### config.mk
export PLATFORM = sky130hd
export DESIGN_NAME = rd_engine_run_ctrl
export DESIGN_NICKNAME = d
export VERILOG_FILES = /design/src/rtl/rd_engine_run_ctrl.sv
export SDC_FILE = /design/constraint.sdc
export NUM_CORES = 1
export LEC_CHECK = 0
export ABC_AREA = 1
export BUFFER_PORTS_ARGS = -buffer_cell sky130_fd_sc_hd__buf_2
export CAP_MARGIN = 5
export CELL_PAD_IN_SITES_DETAIL_PLACEMENT = 1
export CELL_PAD_IN_SITES_GLOBAL_PLACEMENT = 2
export CORE_MARGIN = 2
export CORE_UTILIZATION = 27
export CTS_BUF_LIST = sky130_fd_sc_hd__clkbuf_16
export CTS_CLUSTER_DIAMETER = 30
export DETAILED_ROUTE_END_ITERATION = 8
export GPL_ROUTABILITY_DRIVEN = 0
export PLACE_DENSITY_LB_ADDON = 0.08
export SLEW_MARGIN = 20
export SYNTH_ARGS = -nofsm -noshare
export SYNTH_HDL_FRONTEND = slang
export SYNTH_SLANG_ARGS = --single-unit
### constraint.sdc
create_clock -name clk -period 6.2 [get_ports clk]
set_input_delay 0.31 -clock clk [delete_from_list [all_inputs] [get_ports clk]]
set_output_delay 0.31 -clock clk [all_outputs]
set_load 0.01 [all_outputs]
### src/rtl/rd_engine_run_ctrl.sv
// rd_engine_run_ctrl: run sequencer ahead of the AXI read master (start, loop, stop, first-error capture).
// Optional per-run watchdog in WAIT is compiled in when RD_RUN_CTRL_TIMEOUT_EN is defined.

module rd_engine_run_ctrl #(
    parameter int unsigned GAP_CYCLES = 4,
    parameter int unsigned CNT_WIDTH  = 64
) (
    input  logic                 clk,
    input  logic                 rst,
    input  logic                 reg_start,
    input  logic                 reg_stop,
    input  logic [15:0]          reg_loop_count,
    input  logic [31:0]          reg_rd_number,
    input  logic [31:0]          reg_timeout,
    output logic                 engine_start_pulse,
    input  logic                 rd_done_pulse,
    input  logic [1:0]           rd_error,
    input  logic [63:0]          rd_error_info,
    output logic                 run_busy,
    output logic                 run_done_pulse,
    output logic [2:0]           run_status,
    output logic [63:0]          run_err_info,
    output logic [15:0]          loops_done,
    output logic [CNT_WIDTH-1:0] cycle_count
);

    localparam int unsigned      GAP_W    = (GAP_CYCLES > 1) ? $clog2(GAP_CYCLES) : 1;
    localparam logic [GAP_W-1:0] GAP_LAST = GAP_W'(GAP_CYCLES - 1);

    typedef enum logic [2:0] {
        S_IDLE,
        S_LAUNCH,
        S_WAIT,
        S_GAP,
        S_FIN
    } state_t;

    state_t               state_q, state_d;
    logic                 busy_q, busy_d;
    logic                 done_q, done_d;
    logic                 stop_q, stop_d;
    logic [15:0]          loops_q, loops_d;
    logic [2:0]           status_q, status_d;
    logic [63:0]          info_q, info_d;
    logic [CNT_WIDTH-1:0] cyc_q, cyc_d;
    logic [GAP_W-1:0]     gap_q, gap_d;
    logic [16:0]          loops_next;
    logic                 last_run;

`ifdef RD_RUN_CTRL_TIMEOUT_EN
    logic [31:0]          wd_q, wd_d;
    logic                 wd_expired;

    assign wd_expired = (reg_timeout != '0) && ((wd_q + 32'd1) >= reg_timeout);
`else
    logic                 unused_timeout;

    assign unused_timeout = ^reg_timeout;
`endif

    // 17-bit compare so a saturated loops_done can never alias a programmed count.
    assign loops_next = {1'b0, loops_q} + 17'd1;
    assign last_run   = (reg_loop_count != '0) && (loops_next == {1'b0, reg_loop_count});

    always_ff @(posedge clk or posedge rst) begin
        if (rst) begin
            state_q  <= S_IDLE;
            busy_q   <= 1'b0;
            done_q   <= 1'b0;
            stop_q   <= 1'b0;
            loops_q  <= '0;
            status_q <= '0;
            info_q   <= '0;
            cyc_q    <= '0;
            gap_q    <= '0;
`ifdef RD_RUN_CTRL_TIMEOUT_EN
            wd_q     <= '0;
`endif
        end else begin
            state_q  <= state_d;
            busy_q   <= busy_d;
            done_q   <= done_d;
            stop_q   <= stop_d;
            loops_q  <= loops_d;
            status_q <= status_d;
            info_q   <= info_d;
            cyc_q    <= cyc_d;
            gap_q    <= gap_d;
`ifdef RD_RUN_CTRL_TIMEOUT_EN
            wd_q     <= wd_d;
`endif
        end
    end

    always_comb begin
        state_d  = state_q;
        busy_d   = busy_q;
        done_d   = 1'b0;
        stop_d   = stop_q;
        loops_d  = loops_q;
        status_d = status_q;
        info_d   = info_q;
        cyc_d    = busy_q ? (cyc_q + CNT_WIDTH'(1)) : cyc_q;
        gap_d    = gap_q;
`ifdef RD_RUN_CTRL_TIMEOUT_EN
        wd_d     = wd_q;
`endif

        case (state_q)
            S_IDLE: begin
                if (reg_start) begin
                    busy_d   = 1'b1;
                    stop_d   = reg_stop;
                    loops_d  = '0;
                    status_d = '0;
                    info_d   = '0;
                    cyc_d    = '0;
                    gap_d    = '0;
                    // A zero-burst start is never answered by the read master.
                    state_d  = (reg_rd_number == '0) ? S_FIN : S_LAUNCH;
                end
            end

            S_LAUNCH: begin
`ifdef RD_RUN_CTRL_TIMEOUT_EN
                wd_d = '0;
`endif
                if (reg_stop) begin
                    stop_d = 1'b1;
                end
                state_d = S_WAIT;
            end

            S_WAIT: begin
                if (reg_stop) begin
                    stop_d = 1'b1;
                end
`ifdef RD_RUN_CTRL_TIMEOUT_EN
                wd_d = wd_q + 32'd1;
`endif
                if (rd_done_pulse) begin
                    if (loops_q != 16'hFFFF) begin
                        loops_d = loops_q + 16'd1;
                    end
                    if ((rd_error != 2'b00) && (status_q == 3'b000)) begin
                        status_d = {1'b0, rd_error};
                        info_d   = rd_error_info;
                        state_d  = S_FIN;
                    end else if (stop_q || reg_stop || last_run) begin
                        state_d = S_FIN;
                    end else begin
                        gap_d   = '0;
                        state_d = S_GAP;
                    end
                end
`ifdef RD_RUN_CTRL_TIMEOUT_EN
                else if (wd_expired) begin
                    if (status_q == 3'b000) begin
                        status_d = 3'b100;
                    end
                    state_d = S_FIN;
                end
`endif
            end

            S_GAP: begin
                if (reg_stop) begin
                    state_d = S_FIN;
                end else if (gap_q == GAP_LAST) begin
                    state_d = S_LAUNCH;
                end else begin
                    gap_d = gap_q + GAP_W'(1);
                end
            end

            S_FIN: begin
                done_d  = 1'b1;
                busy_d  = 1'b0;
                stop_d  = 1'b0;
                state_d = S_IDLE;
            end

            default: begin
                state_d = S_IDLE;
            end
        endcase
    end

    assign engine_start_pulse = (state_q == S_LAUNCH);
    assign run_busy           = busy_q;
    assign run_done_pulse     = done_q;
    assign run_status         = status_q;
    assign run_err_info       = info_q;
    assign loops_done         = loops_q;
    assign cycle_count        = cyc_q;

endmodule
* Yosys cells after proc, flatten, opt, wreduce, memory -nomap -nowiden
Cells that the tools add are included.
** Operators by class
- Eq/ne operators :: 17
- Div/mod/pow operators :: 0
- Muxes and demuxes :: 36
- Reductions and logical operators :: 20
- Shift operators :: 0
- $mul :: 0
- Order comparisons :: 0
- Add/subtract/negate cells :: 4
- Bitwise gates (word level) :: 0
** Operators with widths (number)
- $mux 64 :: 6
- $pmux 64 s2 :: 1
- $add 64x1->64 const B :: 1
- $mux 16 :: 3
- $logic_not 32->1 :: 1
- $pmux 16 s2 :: 1
- $mux 3 :: 10
- $add 16x1->17 const B :: 1
- $eq 17x16->1 :: 1
- $add 16x1->16 const B :: 1
- $ne 16x16->1 const B :: 1
- $ne 2x2->1 const B :: 8
- $reduce_bool 16->1 :: 1
- $mux 2 :: 6
- $pmux 3 s4 :: 1
- $reduce_and 4->1 :: 2
- $reduce_and 7->1 :: 1
- $eq 3x2->1 const B :: 2
- $logic_not 3->1 :: 2
- $pmux 2 s3 :: 1
- $pmux 3 s2 :: 1
- $reduce_and 3->1 :: 2
- $reduce_bool 2->1 :: 3
- $reduce_bool 3->1 :: 2
- other kinds (13) :: 18
** Word-level totals
- Memories :: 0
- Bits in read-only memories :: 0
- Bits of input ports :: 151
- Latch bits :: 0
- Output and inout port bits :: 150
- Register bits after elaboration :: 155
- Bits in writable memories :: 0

* Logic depth before layout (Yosys ltp)
- Depth after elaboration :: 8
- Gate-level depth with buffers :: 15
- Gate-level depth less buffers :: 15

* Worst setup path before layout
OpenSTA, ideal clock, no wires.
- Path type :: flip-flop to flip-flop
- From :: reg cyc_q[0] (netlist: cycle_count[0])
- To :: reg cyc_q[52] (netlist: cycle_count[52])
- Period minus slack after synthesis :: 1.994 ns
- Arrival time :: 1.861 ns
- Required time :: 6.067 ns
- Library setup time :: 0.133 ns
- Slack :: 4.206 ns
- Stages on the path, launching flop included :: 14
- Path buffers :: 0
- Path through :: dfrtp_1 > ha_1 > nand3_2 > nor2_4 > nand2_2 > nor2_2 > inv_2 > nor3_4 > nand3_2 > nor2_2 > nand2_1 > nor2_2 > xor2_1 > nor2_1
** On the way
- Cells in the longest elaborated chain, start to end :: 4
** RTL lines
- start, declared :: line 45 : logic [CNT_WIDTH-1:0] cyc_q, cyc_d;
- start signal, assigned :: line 87 : cyc_q <= cyc_d;
- $add 64x1->64 * :: line 103 : cyc_d = busy_q ? (cyc_q + CNT_WIDTH'(1)) : cyc_q;
- $mux 64 * :: line 103
- $mux 64 :: line 111 : if (reg_start) begin
- $mux 64 * :: line 109 : case (state_q)
- via cyc_d[52] :: line 45
The timed path passes the listed nets; every way through them passes the cells marked *.
A chain may end at the register's enable or synchronous reset.

* Worst setup path after layout
- From :: reg state_q[1]
- To :: reg info_q[41] (netlist: run_err_info[41])
** On the way
- Cells in the longest elaborated chain, start to end :: 3
- Elaborated cells between the ends (all ways) :: 8
** RTL lines
- start, declared :: line 38 : state_t state_q, state_d;
- start signal, assigned :: line 80 : state_q <= state_d;
- $eq 3x2->1 / $logic_not 3->1 (equally long branches) :: line 109
- $ne 2x2->1 (no line) / $reduce_bool 2->1 (equally long branches)
- $reduce_and 4->1 (no line)
- end signal, assigned :: line 86 : info_q <= info_d;
- end, declared :: line 44 : logic [63:0] info_q, info_d;
Several ways; a longest one is shown, not always the timed one.

==> PnR_summary.wiki <==
{| class="wikitable"
! Metric !! Value
|-
| Most frequent standard cell in the layout excluding fill and tap cells || sky130_fd_sc_hd__buf_2
|-
| Power density over the cells || 374 nW/um^2
|-
| DR WL/cell || 17.4 microns
|-
| IO Pins || 301
|-
| Post-synthesis register bit count || 154
|-
| Leading cell types by total area after synthesis || sky130_fd_sc_hd__dfrtp_1, sky130_fd_sc_hd__nand2_1, sky130_fd_sc_hd__nand3_1
|-
| Number of warnings issued by yosys || 0
|-
| Die boundary width || 180 microns
|-
| Synthesized area per cell || 7.70 sq um
|-
| Internal portion of total power || 2.36 mW
|-
| Final routed wirelength across all metal layers || 30.5 mm
|-
| Share of the cycle needed by the critical path after routing || 43.1%
|-
| Post-synthesis compound-gate area fraction || 12.2%
|-
| Cts bufs inserted || 17
|-
| Share of total power in sequential cells || 35.4%
|-
| Commonest non-fill, non-tap cells in the layout || sky130_fd_sc_hd__buf_2, sky130_fd_sc_hd__nand2_1, sky130_fd_sc_hd__dfrtp_1
|-
| Final-layout setup total negative slack || 0 ns
|-
| Adder-cell share of the synthesized area || 0.449%
|-
| Cell Area, Synth || 8350 sq um
|-
| Instance count of the mapped netlist || 1085
|-
| Reg2Reg Depth || 12
|-
| Via-per-instance ratio || 4.88
|-
| TritonCTS Sinks || 154
|-
| Area of the placeable core || 30500 sq um
|-
| Endpoint type of the worst setup path || register
|-
| Largest driver fanout on the critical path || 67
|-
| Die area || 32400 sq um
|-
| Total of endpoints with negative setup slack in the final report || 0
|-
| Site row count || 64
|-
| Distinct cell type count of the synthesized netlist || 40
|-
| Height of the die || 180 microns
|-
| Sequential area share after synthesis || 46.1%
|-
| GRT Util Overall || 19.1%
|-
| Total of hold buffers inserted after clock tree synthesis || 0
|-
| Unrepaired setup endpoints after global routing || no
|-
| Setup slack after layout || 3.53 ns
|-
| Final Net Count || 1494
|-
| Post-synthesis xor/xnor area fraction || 1.26%
|-
| Maximum number of pins on one net before global-route repair || 95
|-
| Post-CTS setup repair buffer count || 0
|-
| Initial antenna violation count || 4
|-
| Proportion of power drawn by combinational gates || 35.8%
|-
| Multiplexer area fraction after synthesis || 0%
|-
| Max clock buf depth || 2
|-
| Vias in the first global route || 8901
|-
| Number of pins with negative max-slew slack in the final report || 0
|-
| Status || completed
|-
| Sum of overflow across all layers after global routing || 0
|-
| Via count || 8537
|-
| Number of buffers inserted by port buffering || 267
|-
| Proportion of netlist area held by the largest area contributor || 46.1%
|-
| Number of max-cap violations || 0
|-
| Initial Util || 27.4%
|-
| Hold_ws || 0.0516 ns
|-
| Most common flop cell mapped by yosys || sky130_fd_sc_hd__dfrtp_1
|-
| Net switching component of the power || 1.65 mW
|-
| Antenna diodes || 0
|-
| Worst path arrival time || 3.00 ns
|-
| Clock root buffer || sky130_fd_sc_hd__clkbuf_16
|-
| Number of gates given a new drive strength after cts || 0
|-
| Measured slew at the worst slew-check pin || 0.908 ns
|-
| First drt pass iteration count || 4
|-
| Wire length of the first global-routing pass || 49.3 mm
|-
| Hold Vio Cnt, Final || 0
|-
| Worst Path Required || 6.53 ns
|-
| Clock power frac || 28.7%
|-
| Drt initial violations || 330
|-
| DP Wirelength || 21.9 mm
|-
| Start-to-end type of the worst setup path || register to register
|-
| Class of the tightest hold or removal check || input port to asynchronous set/reset pin
|-
| Count of antenna-violating nets left after detailed routing || 0
|-
| TritonCTS clock tree || yes
|-
| Library cell with the largest summed area after synthesis || sky130_fd_sc_hd__dfrtp_1
|-
| Post-route DRC violation count || 0
|-
| Combinational family with the most area after synthesis || simple AND/OR/NAND/NOR gates
|-
| Layout Area Growth over Synthesis || 28.1%
|-
| Worst setup skew after layout || 0.0118 ns
|-
| Clk Latency, worst-skew pair || 0.44 ns
|-
| Category of the worst setup path launch point || register
|-
| Worst VDD drop || 0.247 mV
|-
| Net Count, Synth || 1239
|-
| Worst slack after detailed placement || 3.47 ns
|-
| Number of synthesized flops with an enable pin || 0
|-
| Final Critical Period || 2.67 ns
|-
| Static Leak || 5.51 nW
|-
| Layout cell share with drive strength beyond 1 || 26.5%
|-
| Slew Limit Headroom || 39.5%
|-
| Fmax || 0.375 GHz
|-
| Fraction of the mapped netlist area in simple logic gates || 32.3%
|-
| Post-synthesis async set-or-reset flop share || 100%
|-
| H-tree levels || 4
|-
| Clock transition at path regs || 0.07 ns
|-
| Sum of internal, switching and leakage power || 4.01 mW
|-
| Switching share of total power || 41.1%
|}
[synthesized netlist by cell type (2+ instances only)]
cell                         n
sky130_fd_sc_hd__nand2_1   229
sky130_fd_sc_hd__dfrtp_1   154
sky130_fd_sc_hd__nand3_1   126
sky130_fd_sc_hd__inv_1     112
sky130_fd_sc_hd__o21ai_0   101
sky130_fd_sc_hd__nor2_1     79
sky130_fd_sc_hd__a21oi_1    51
sky130_fd_sc_hd__nand4_1    38
sky130_fd_sc_hd__nor3_1     29
sky130_fd_sc_hd__clkbuf_1   19
sky130_fd_sc_hd__nor4_1     15
sky130_fd_sc_hd__o22ai_1    13
sky130_fd_sc_hd__nor2_2     11
sky130_fd_sc_hd__o21ai_1    10
sky130_fd_sc_hd__xor2_1     10
sky130_fd_sc_hd__nor2_4      9
sky130_fd_sc_hd__o21a_1      9
sky130_fd_sc_hd__buf_2       8
sky130_fd_sc_hd__inv_2       8
sky130_fd_sc_hd__nand2_2     7
sky130_fd_sc_hd__nand3_2     7
sky130_fd_sc_hd__buf_1       5
sky130_fd_sc_hd__buf_4       5
sky130_fd_sc_hd__ha_1        3
sky130_fd_sc_hd__nand4_2     3
sky130_fd_sc_hd__nor3_2      3
sky130_fd_sc_hd__nor3b_1     3
sky130_fd_sc_hd__o211ai_1    3
sky130_fd_sc_hd__a211oi_1    2
sky130_fd_sc_hd__nor3_4      2
sky130_fd_sc_hd__xnor2_1     2
[path summary, 6_finish.rpt]
| path | startpoint | to | slack (ns) |
|---|---|---|---|
| worst max-delay path | state_q[1] | run_err_info[41] | 3.53 |
| worst min-delay path | rst | cycle_count[16] | 0.05 |
| worst max register to register | state_q[1] | run_err_info[41] | 3.53 |
| worst min register to register | gap_q[1] | gap_q[1] | 0.48 |
| max in group asynchronous | rst | cycle_count[6] | 4.64 |
| min in group clk | rd_error_info[23] | run_err_info[23] | 0.09 |
[cell families (layout without fill, tap and decap cells)]
| group | count (synthesis) | in the layout |
|---|---|---|
| adder cells (fa/ha/maj) | 3 | 3 |
| other | 1 | 1 |
| AO/OA/AOI/OAI | 192 | 192 |
| flip-flops | 154 | 154 |
| XOR/XNOR | 12 | 12 |
| buffers and inverters | 158 | 426 |
| AND/OR/NAND/NOR | 565 | 565 |
[per-stage QoR]
step / cells / area [sq um] / utilization, %
after floorplan: 1085 / 8350 / -
after global placement: 1717 / 10100 / 33.0
after detailed placement: 1717 / 10100 / 33.0
after CTS: 1749 / 10700 / 35.1
after global routing: 1749 / 10700 / 35.1
final: 1749 / 10700 / 35.1
[registers in the layout, indices dropped and copies added, names as in the netlist]
register,cells
gap_q,2
stop_q,1
run_status,2
loops_done,16
run_busy,1
cycle_count,64
state_q,3
run_done_pulse,1
run_err_info,64
[layer usage]
layer,GRT usage [%],up-vias,part of all wire [%]
li1,-,4156,-
met1,23.7,4158,44
met2,32.2,171,49
met3,5.06,46,5.1
met4,6.21,6,2.1
met5,0,-,0.11
[layout make-up]
class / count / area [sq um]
fillers: 3796 / 19800
flip-flops and latches: 154 / 3850
multi-input cells: 773 / 3890
clock buffers: 17 / 425
repair buffers: 274 / 1390
inverters: 120 / 455
well taps: 396 / 495
clock inverters: 15 / 199
[power groups by stage]
stage	logic, mW	clock network (mW)	registers [mW]
floorplan	0.763	0	1.53
global placement	1.48	0	1.42
detailed placement	1.48	0	1.43
CTS	1.48	1.20	1.42
global route	1.61	1.23	1.46
finish	1.44	1.15	1.42
[worst max-delay path, cell delays in order, from the launching register on]
cell and delay [ns]:
sky130_fd_sc_hd__dfrtp_1 0.38, sky130_fd_sc_hd__inv_1 0.22, sky130_fd_sc_hd__nand2_1 0.15, sky130_fd_sc_hd__nor2_1 0.22
sky130_fd_sc_hd__nand2_1 0.11, sky130_fd_sc_hd__nand2_1 0.13, sky130_fd_sc_hd__nor2_1 0.08, sky130_fd_sc_hd__inv_2 0.04
sky130_fd_sc_hd__buf_4 0.54, sky130_fd_sc_hd__nor2_4 0.02, sky130_fd_sc_hd__buf_4 0.36, sky130_fd_sc_hd__nand3_1 0.18
sky130_fd_sc_hd__nand2_1 0.06
Power figures use the tool's default switching activity.
